--- config.mk ---
export PLATFORM = sky130hd
export DESIGN_NAME = dmem_responder_flat
export DESIGN_NICKNAME = d
export VERILOG_FILES = /design/src/rtl/dmem_responder_if.sv /design/src/rtl/dmem_responder.sv /design/src/flat_wrapper.sv
export SDC_FILE = /design/constraint.sdc
export NUM_CORES = 1
export LEC_CHECK = 0
export BUFFER_PORTS_ARGS = -buffer_cell sky130_fd_sc_hd__buf_2
export CORE_MARGIN = 8
export CORE_UTILIZATION = 50
export CTS_CLUSTER_SIZE = 25
export DETAILED_ROUTE_END_ITERATION = 12
export MAX_ROUTING_LAYER = met4
export PLACE_DENSITY_LB_ADDON = 0.25
export SLEW_MARGIN = 5
export SYNTH_ARGS = -nofsm -noshare
export SYNTH_HDL_FRONTEND = slang
export SYNTH_SLANG_ARGS = --single-unit
--- constraint.sdc ---
create_clock -name clk -period 3.2 [get_ports clk]
set_input_delay 0.32 -clock clk [delete_from_list [all_inputs] [get_ports clk]]
set_output_delay 0.32 -clock clk [all_outputs]
set_load 0.005 [all_outputs]
--- src/rtl/dmem_responder_if.sv ---
// Request/response channel between the core data port and dmem_responder.
// The core side drives the request and consumes the single-cycle response pulse.
interface dmem_responder_if;
  logic        req_valid;
  logic        req_ready;
  logic        req_we;
  logic [63:0] req_addr;
  logic [63:0] req_wdata;
  logic [1:0]  req_size;
  logic        req_unsigned;
  logic        resp_valid;
  logic [63:0] resp_rdata;
  logic        resp_err;

  modport master (
    output req_valid, req_we, req_addr, req_wdata, req_size, req_unsigned,
    input  req_ready, resp_valid, resp_rdata, resp_err
  );

  modport slave (
    input  req_valid, req_we, req_addr, req_wdata, req_size, req_unsigned,
    output req_ready, resp_valid, resp_rdata, resp_err
  );
endinterface

--- src/rtl/dmem_responder.sv ---
// Data-memory responder: one load/store at a time against a 64-bit synchronous RAM,
// with little-endian lane extraction, sign/zero extension and read-modify-write stores.
module dmem_responder #(
  parameter int ADDR_W = 12
) (
  input  logic              clk,
  input  logic              aresetn,
  dmem_responder_if.slave   bus,
  output logic              ram_en,
  output logic              ram_we,
  output logic [ADDR_W-1:0] ram_addr,
  output logic [63:0]       ram_wdata,
  input  logic [63:0]       ram_rdata
);

  typedef enum logic [2:0] {
    IDLE,
    RD,
    RD_WAIT,
    WR,
    RESP
  } state_t;

  localparam logic [1:0] SIZE_D = 2'b11;

  state_t              state;
  logic                we_q;
  logic [ADDR_W+2:0]   addr_q;
  logic [63:0]         wdata_q;
  logic [1:0]          size_q;
  logic                uns_q;

  logic [5:0]          lane_shift;
  logic [63:0]         size_mask;
  logic [63:0]         merged;
  logic [63:0]         load_data;

  function automatic logic [63:0] mask_of(input logic [1:0] size);
    case (size)
      2'b00:   return 64'h0000_0000_0000_00FF;
      2'b01:   return 64'h0000_0000_0000_FFFF;
      2'b10:   return 64'h0000_0000_FFFF_FFFF;
      default: return '1;
    endcase
  endfunction

  function automatic logic misaligned(input logic [1:0] size, input logic [2:0] off);
    case (size)
      2'b00:   return 1'b0;
      2'b01:   return off[0];
      2'b10:   return |off[1:0];
      default: return |off;
    endcase
  endfunction

  function automatic logic [63:0] extend(input logic [63:0] raw, input logic [1:0] size,
                                         input logic uns);
    case (size)
      2'b00:   return uns ? {56'd0, raw[7:0]}  : {{56{raw[7]}},  raw[7:0]};
      2'b01:   return uns ? {48'd0, raw[15:0]} : {{48{raw[15]}}, raw[15:0]};
      2'b10:   return uns ? {32'd0, raw[31:0]} : {{32{raw[31]}}, raw[31:0]};
      default: return raw;
    endcase
  endfunction

  // Byte offset within the doubleword, scaled to a bit shift for lane placement.
  assign lane_shift = {addr_q[2:0], 3'b000};
  assign size_mask  = mask_of(size_q);
  assign merged     = (ram_rdata & ~(size_mask << lane_shift))
                    | ((wdata_q & size_mask) << lane_shift);
  assign load_data  = extend(ram_rdata >> lane_shift, size_q, uns_q);

  // RAM strobes come straight from state so an asynchronous reset drops them at once.
  assign bus.req_ready = (state == IDLE);
  assign ram_en        = (state == RD) || (state == WR);
  assign ram_we        = (state == WR);
  assign ram_addr      = addr_q[ADDR_W+2:3];
  assign ram_wdata     = wdata_q;

  // NOTE: all state below updates with non-blocking assignments so every register
  // samples pre-edge values, independent of statement order.
  always_ff @(posedge clk or negedge aresetn) begin
    if (!aresetn) begin
      state          <= IDLE;
      we_q           <= 1'b0;
      addr_q         <= '0;
      wdata_q        <= '0;
      size_q         <= '0;
      uns_q          <= 1'b0;
      bus.resp_valid <= 1'b0;
      bus.resp_rdata <= '0;
      bus.resp_err   <= 1'b0;
    end else begin
      bus.resp_valid <= 1'b0;
      case (state)
        IDLE: begin
          if (bus.req_valid) begin
            we_q    <= bus.req_we;
            addr_q  <= bus.req_addr[ADDR_W+2:0];
            wdata_q <= bus.req_wdata;
            size_q  <= bus.req_size;
            uns_q   <= bus.req_unsigned;
            if (misaligned(bus.req_size, bus.req_addr[2:0])) begin
              state          <= RESP;
              bus.resp_valid <= 1'b1;
              bus.resp_err   <= 1'b1;
              bus.resp_rdata <= '0;
            end else if (bus.req_we && bus.req_size == SIZE_D) begin
              state <= WR;
            end else begin
              state <= RD;
            end
          end
        end
        RD: state <= RD_WAIT;
        RD_WAIT: begin
          if (we_q) begin
            wdata_q <= merged;
            state   <= WR;
          end else begin
            state          <= RESP;
            bus.resp_valid <= 1'b1;
            bus.resp_err   <= 1'b0;
            bus.resp_rdata <= load_data;
          end
        end
        WR: begin
          state          <= RESP;
          bus.resp_valid <= 1'b1;
          bus.resp_err   <= 1'b0;
          bus.resp_rdata <= '0;
        end
        RESP:    state <= IDLE;
        default: state <= IDLE;
      endcase
    end
  end

endmodule

--- src/flat_wrapper.sv ---
// flat-port wrapper written by rule: the top's interface ports become plain ports
module dmem_responder_flat 
#(
  parameter int ADDR_W = 12
)
  (clk, aresetn, ram_en, ram_we, ram_addr, ram_wdata, ram_rdata, bus_req_valid, bus_req_we, bus_req_addr, bus_req_wdata, bus_req_size, bus_req_unsigned, bus_req_ready, bus_resp_valid, bus_resp_rdata, bus_resp_err);
  dmem_responder_if bus_i ();
  input  logic clk;
  input  logic aresetn;
  output logic ram_en;
  output logic ram_we;
  output logic [ADDR_W-1:0] ram_addr;
  output logic [63:0] ram_wdata;
  input  logic [63:0] ram_rdata;
  input wire logic [$bits(bus_i.req_valid)-1:0] bus_req_valid;
  input wire logic [$bits(bus_i.req_we)-1:0] bus_req_we;
  input wire logic [$bits(bus_i.req_addr)-1:0] bus_req_addr;
  input wire logic [$bits(bus_i.req_wdata)-1:0] bus_req_wdata;
  input wire logic [$bits(bus_i.req_size)-1:0] bus_req_size;
  input wire logic [$bits(bus_i.req_unsigned)-1:0] bus_req_unsigned;
  output wire logic [$bits(bus_i.req_ready)-1:0] bus_req_ready;
  output wire logic [$bits(bus_i.resp_valid)-1:0] bus_resp_valid;
  output wire logic [$bits(bus_i.resp_rdata)-1:0] bus_resp_rdata;
  output wire logic [$bits(bus_i.resp_err)-1:0] bus_resp_err;
  assign bus_i.req_valid = bus_req_valid;
  assign bus_i.req_we = bus_req_we;
  assign bus_i.req_addr = bus_req_addr;
  assign bus_i.req_wdata = bus_req_wdata;
  assign bus_i.req_size = bus_req_size;
  assign bus_i.req_unsigned = bus_req_unsigned;
  assign bus_req_ready = bus_i.req_ready;
  assign bus_resp_valid = bus_i.resp_valid;
  assign bus_resp_rdata = bus_i.resp_rdata;
  assign bus_resp_err = bus_i.resp_err;
  dmem_responder #(.ADDR_W(ADDR_W)) u_core (.clk(clk), .aresetn(aresetn), .bus(bus_i), .ram_en(ram_en), .ram_we(ram_we), .ram_addr(ram_addr), .ram_wdata(ram_wdata), .ram_rdata(ram_rdata));
endmodule
==> flow_metrics.env <==
export IMPL_n_antenna_cell=0
export IMPL_tritoncts="done"
export IMPL_static_leakage_power_uw=0.00570
export IMPL_min_delay_start="bus_req_addr[9]"
export IMPL_grt_pass1_vias=10400
export IMPL_cts_htree_levels=4
export IMPL_layout_nets=1555
export IMPL_layout_cells_most_common="sky130_fd_sc_hd__buf_2"
export IMPL_synth_yosys_seq_area_share_pct=38.0
export IMPL_post_synth_mux_area_share_pct=14.1
export IMPL_cts_hold_buf=1
export IMPL_synth_top_family_by_area="compound AO/OA/AOI/OAI gates"
export IMPL_number_of_cells_on_the_worst_reg_to_reg_path=6
export IMPL_met3RoutedLength_um=4310
export IMPL_clock_root_buffer="sky130_fd_sc_hd__clkbuf_16"
export IMPL_fin_cells=1634
export IMPL_cp_top_family="compound AO/OA/AOI/OAI gates"
export IMPL_final_routed_wirelength_across_all_metal_layers_um=44400
export IMPL_cts_reportedPaths_clkPinSlew_ns=0.07
export IMPL_synth_main_ff_cell="sky130_fd_sc_hd__dfrtp_1"
export IMPL_buffers_and_inverters_on_the_worst_path=1
export IMPL_dieArea_um2=24800
export IMPL_hold_violation_count_in_the_final_report=0
export IMPL_cp_cell_sequence="buf_4, nand3b_1, o211ai_1, nand4_1, a41o_1, o21ai_0"
export IMPL_synthSimpleGateAreaFrac_pct=13.8
export IMPL_timing_rr_end="u_core.bus.resp_rdata[47]"
export IMPL_cts_post_setup_buffers_inserted=0
export IMPL_die_w_um=158
export IMPL_final_setup_viol_count=0
export IMPL_io_pins=344
export IMPL_dr_max_layer_used="met4"
export IMPL_totalPowerFinal_uw=14200
export IMPL_finalClockSkew_ns=0.0114
export IMPL_drt_first_pass_iters=6
export IMPL_share_of_layout_cells_above_drive_strength_1_pct=31.8
export IMPL_critPathMaxStageDelay_ns=0.80
export IMPL_regToRegStartpoint="u_core.addr_q[1]"
export IMPL_result_of_the_run="completed"
export IMPL_hpwl_um=34300
export IMPL_register_area_um2=3810
export IMPL_grt_pass1_wl_um=64700
export IMPL_crit_path_required_time_ns=3.54
export IMPL_post_layout_inst_area_um2=12200
export IMPL_crit_fanout=37
export IMPL_clkLatencyLatePin_ns=0.43
export IMPL_timing_critical_path_slowest_stage_cell="sky130_fd_sc_hd__dfrtp_2"
export IMPL_slew_violations=0
export IMPL_netlist_area_um2=10000
export IMPL_ant_nets=0
export IMPL_cts_sink_count=152
export IMPL_synth_edff_count=0
export IMPL_worstSetupPathType="register to register"
export IMPL_timing_final_crit_share_pct=86.4
export IMPL_cts_made_buffers=17
export IMPL_route_layer_met1_wl_um=17700
export IMPL_cp_data_arrival_time_ns=3.10
export IMPL_fmax_mhz=362
export IMPL_timing_reg2reg_setup_slack_ns=0.43
export IMPL_synthToLayoutAreaGrowth_pct=22.2
export IMPL_detail_route_drc_violations=0
export IMPL_placedCellCount=1601
export IMPL_grt_start_max_net_pins=74
export IMPL_cts_root_to_sink_buffers=2
export IMPL_grtUsageTotal_pct=35.9
export IMPL_remaining_global_route_overflow=0
export IMPL_die_height_um=158
export IMPL_avgViaCountPerCell=6.58
export IMPL_cell_pwr_density_nw_per_um2=1160
export IMPL_setup_slack_ns=0.435
export IMPL_finalSetupTns_ns=0
export IMPL_tightestPinTransition_ns=0.797
export IMPL_startpoint_type_of_the_worst_setup_path="register"
export IMPL_period_needed_ns=2.77
export IMPL_globalplace_congestion=1.06
export IMPL_layout_cells_most_common_list="sky130_fd_sc_hd__buf_2, sky130_fd_sc_hd__dfrtp_1, sky130_fd_sc_hd__nand2_1"
export IMPL_post_synth_cell_area_avg_um2=8.93
export IMPL_syn_inst=1121
export IMPL_synth_compound_area_share_pct=28.3
export IMPL_portBuffers=294
export IMPL_wl_met2_um=20300
export IMPL_holdPathEnd="u_core.addr_q[9]"
export IMPL_area_of_the_multi_input_gates_um2=5660
export IMPL_final_fill_count=1755
export IMPL_synth_net_count=1320
export IMPL_ys_async_sr_fraction_pct=100
export IMPL_whs_path_depth=2
export IMPL_ys_ff_latch=152
export IMPL_setup_worst_path_end_class="register"
export IMPL_post_place_ws_ns=0.542
export IMPL_starting_density_of_the_core_pct=51.1
export IMPL_timing_hold_worst_class="input pin to register"
export IMPL_synth_xor_area_share_pct=0
export IMPL_antenna_found_initial=0
export IMPL_wl_per_cell_um=27.2
export IMPL_synthDistinctLibCells=60
export IMPL_synthesis_yosys_warnings=0
export IMPL_synthAdderAreaFrac_pct=0
export IMPL_maxSlewHeadroom_pct=46.9
export IMPL_max_cap_viols=0
export IMPL_placeableCoreArea_um2=19600
export IMPL_quantity_of_gates_resized_following_cts=0
export IMPL_ir_drop_uv=556
export IMPL_dr_total_vias=10800
export IMPL_detail_route_iter0_violations=1346
export IMPL_core_rowCount=51
export IMPL_placed_cell_area_um2=11700
export IMPL_grt_setup_unrepaired="no"
[synthesized netlist by cell type, types with 17 or more instances]
library cell | number | share of area [%]
sky130_fd_sc_hd__a211oi_1 | 30 | 2.2
sky130_fd_sc_hd__o22ai_1 | 32 | 2.0
sky130_fd_sc_hd__a221oi_1 | 31 | 2.7
sky130_fd_sc_hd__nand2_1 | 114 | 4.3
sky130_fd_sc_hd__mux2i_1 | 79 | 7.9
sky130_fd_sc_hd__a22oi_1 | 17 | 1.3
sky130_fd_sc_hd__nor3_1 | 45 | 2.2
sky130_fd_sc_hd__clkbuf_1 | 72 | 2.7
sky130_fd_sc_hd__mux2_2 | 39 | 4.4
sky130_fd_sc_hd__nor2_1 | 91 | 3.4
sky130_fd_sc_hd__a22o_1 | 21 | 1.8
sky130_fd_sc_hd__dfrtp_1 | 152 | 38
sky130_fd_sc_hd__a21oi_1 | 67 | 3.3
sky130_fd_sc_hd__buf_2 | 19 | 0.95
sky130_fd_sc_hd__o21ai_0 | 85 | 4.2
sky130_fd_sc_hd__a221o_1 | 30 | 3.0
[state kept, by name, indices dropped and copies added, names as in the netlist]
name                   flops
u_core.we_q                1
u_core.state               3
u_core.addr_q             15
u_core.ram_wdata          64
u_core.bus.resp_rdata     64
u_core.size_q              2
u_core.uns_q               1
u_core.bus.resp_valid      1
u_core.bus.resp_err        1
[worst reg2reg max path, stage by stage, from the launching register on]
cell and delay, ns:
sky130_fd_sc_hd__dfrtp_2 0.80, sky130_fd_sc_hd__buf_4 0.45, sky130_fd_sc_hd__nand3b_1 0.16, sky130_fd_sc_hd__o211ai_1 0.16
sky130_fd_sc_hd__nand4_1 0.30, sky130_fd_sc_hd__a41o_1 0.53, sky130_fd_sc_hd__o21ai_0 0.28
[layout make-up]
| type | count | share of cell area [%] |
|---|---|---|
| Sequential cell | 152 | 31.1 |
| Timing Repair Buffer | 338 | 15.0 |
| Clock inverter | 13 | 1.11 |
| Inverter | 6 | 0.184 |
| Clock buffer | 19 | 3.62 |
| Multi-Input combinational cell | 841 | 46.3 |
| Tap cell | 265 | 2.71 |
[layer usage]
metal,global-route usage [%],vias up
met4,17.8,0
met1,46.0,5244
li1,-,4704
met3,6.55,132
met5,-,-
met2,53.9,679
[cells by family after synthesis]
logic type / Yosys count
DFF: 152
AOI/OAI and AO/OA: 405
buffers and inverters: 128
muxes: 127
and+or+nand+nor: 309
[through the flow]
step	hold slack [ns]	util (%)
after floorplan	0.0244	-
after global placement	0.276	59.5
after detailed placement	0.277	59.5
after CTS	0.105	62.5
after global routing	0.109	62.5
final	0.112	62.5
[worst max-delay path by stage]
stage                     startpoint                         to  slack (ns)  cells past startpoint
global route        u_core.addr_q[1]  u_core.bus.resp_rdata[47]        0.30                      6
global placement    u_core.addr_q[1]  u_core.bus.resp_rdata[47]        0.63                      6
CTS                 u_core.addr_q[1]  u_core.bus.resp_rdata[47]        0.49                      6
finish              u_core.addr_q[1]  u_core.bus.resp_rdata[47]        0.43                      6
detailed placement  u_core.addr_q[1]  u_core.bus.resp_rdata[47]        0.54                      6
floorplan           u_core.addr_q[0]  u_core.bus.resp_rdata[14]        1.00                      8
[report_power, final]
part           internal (uW)  leakage, uW  switching [uW]
Clock                   1120     0.000275             929
Sequential              2780      0.00188            1120
Combinational           3300      0.00354            4940
Power figures use the tool's default switching activity.
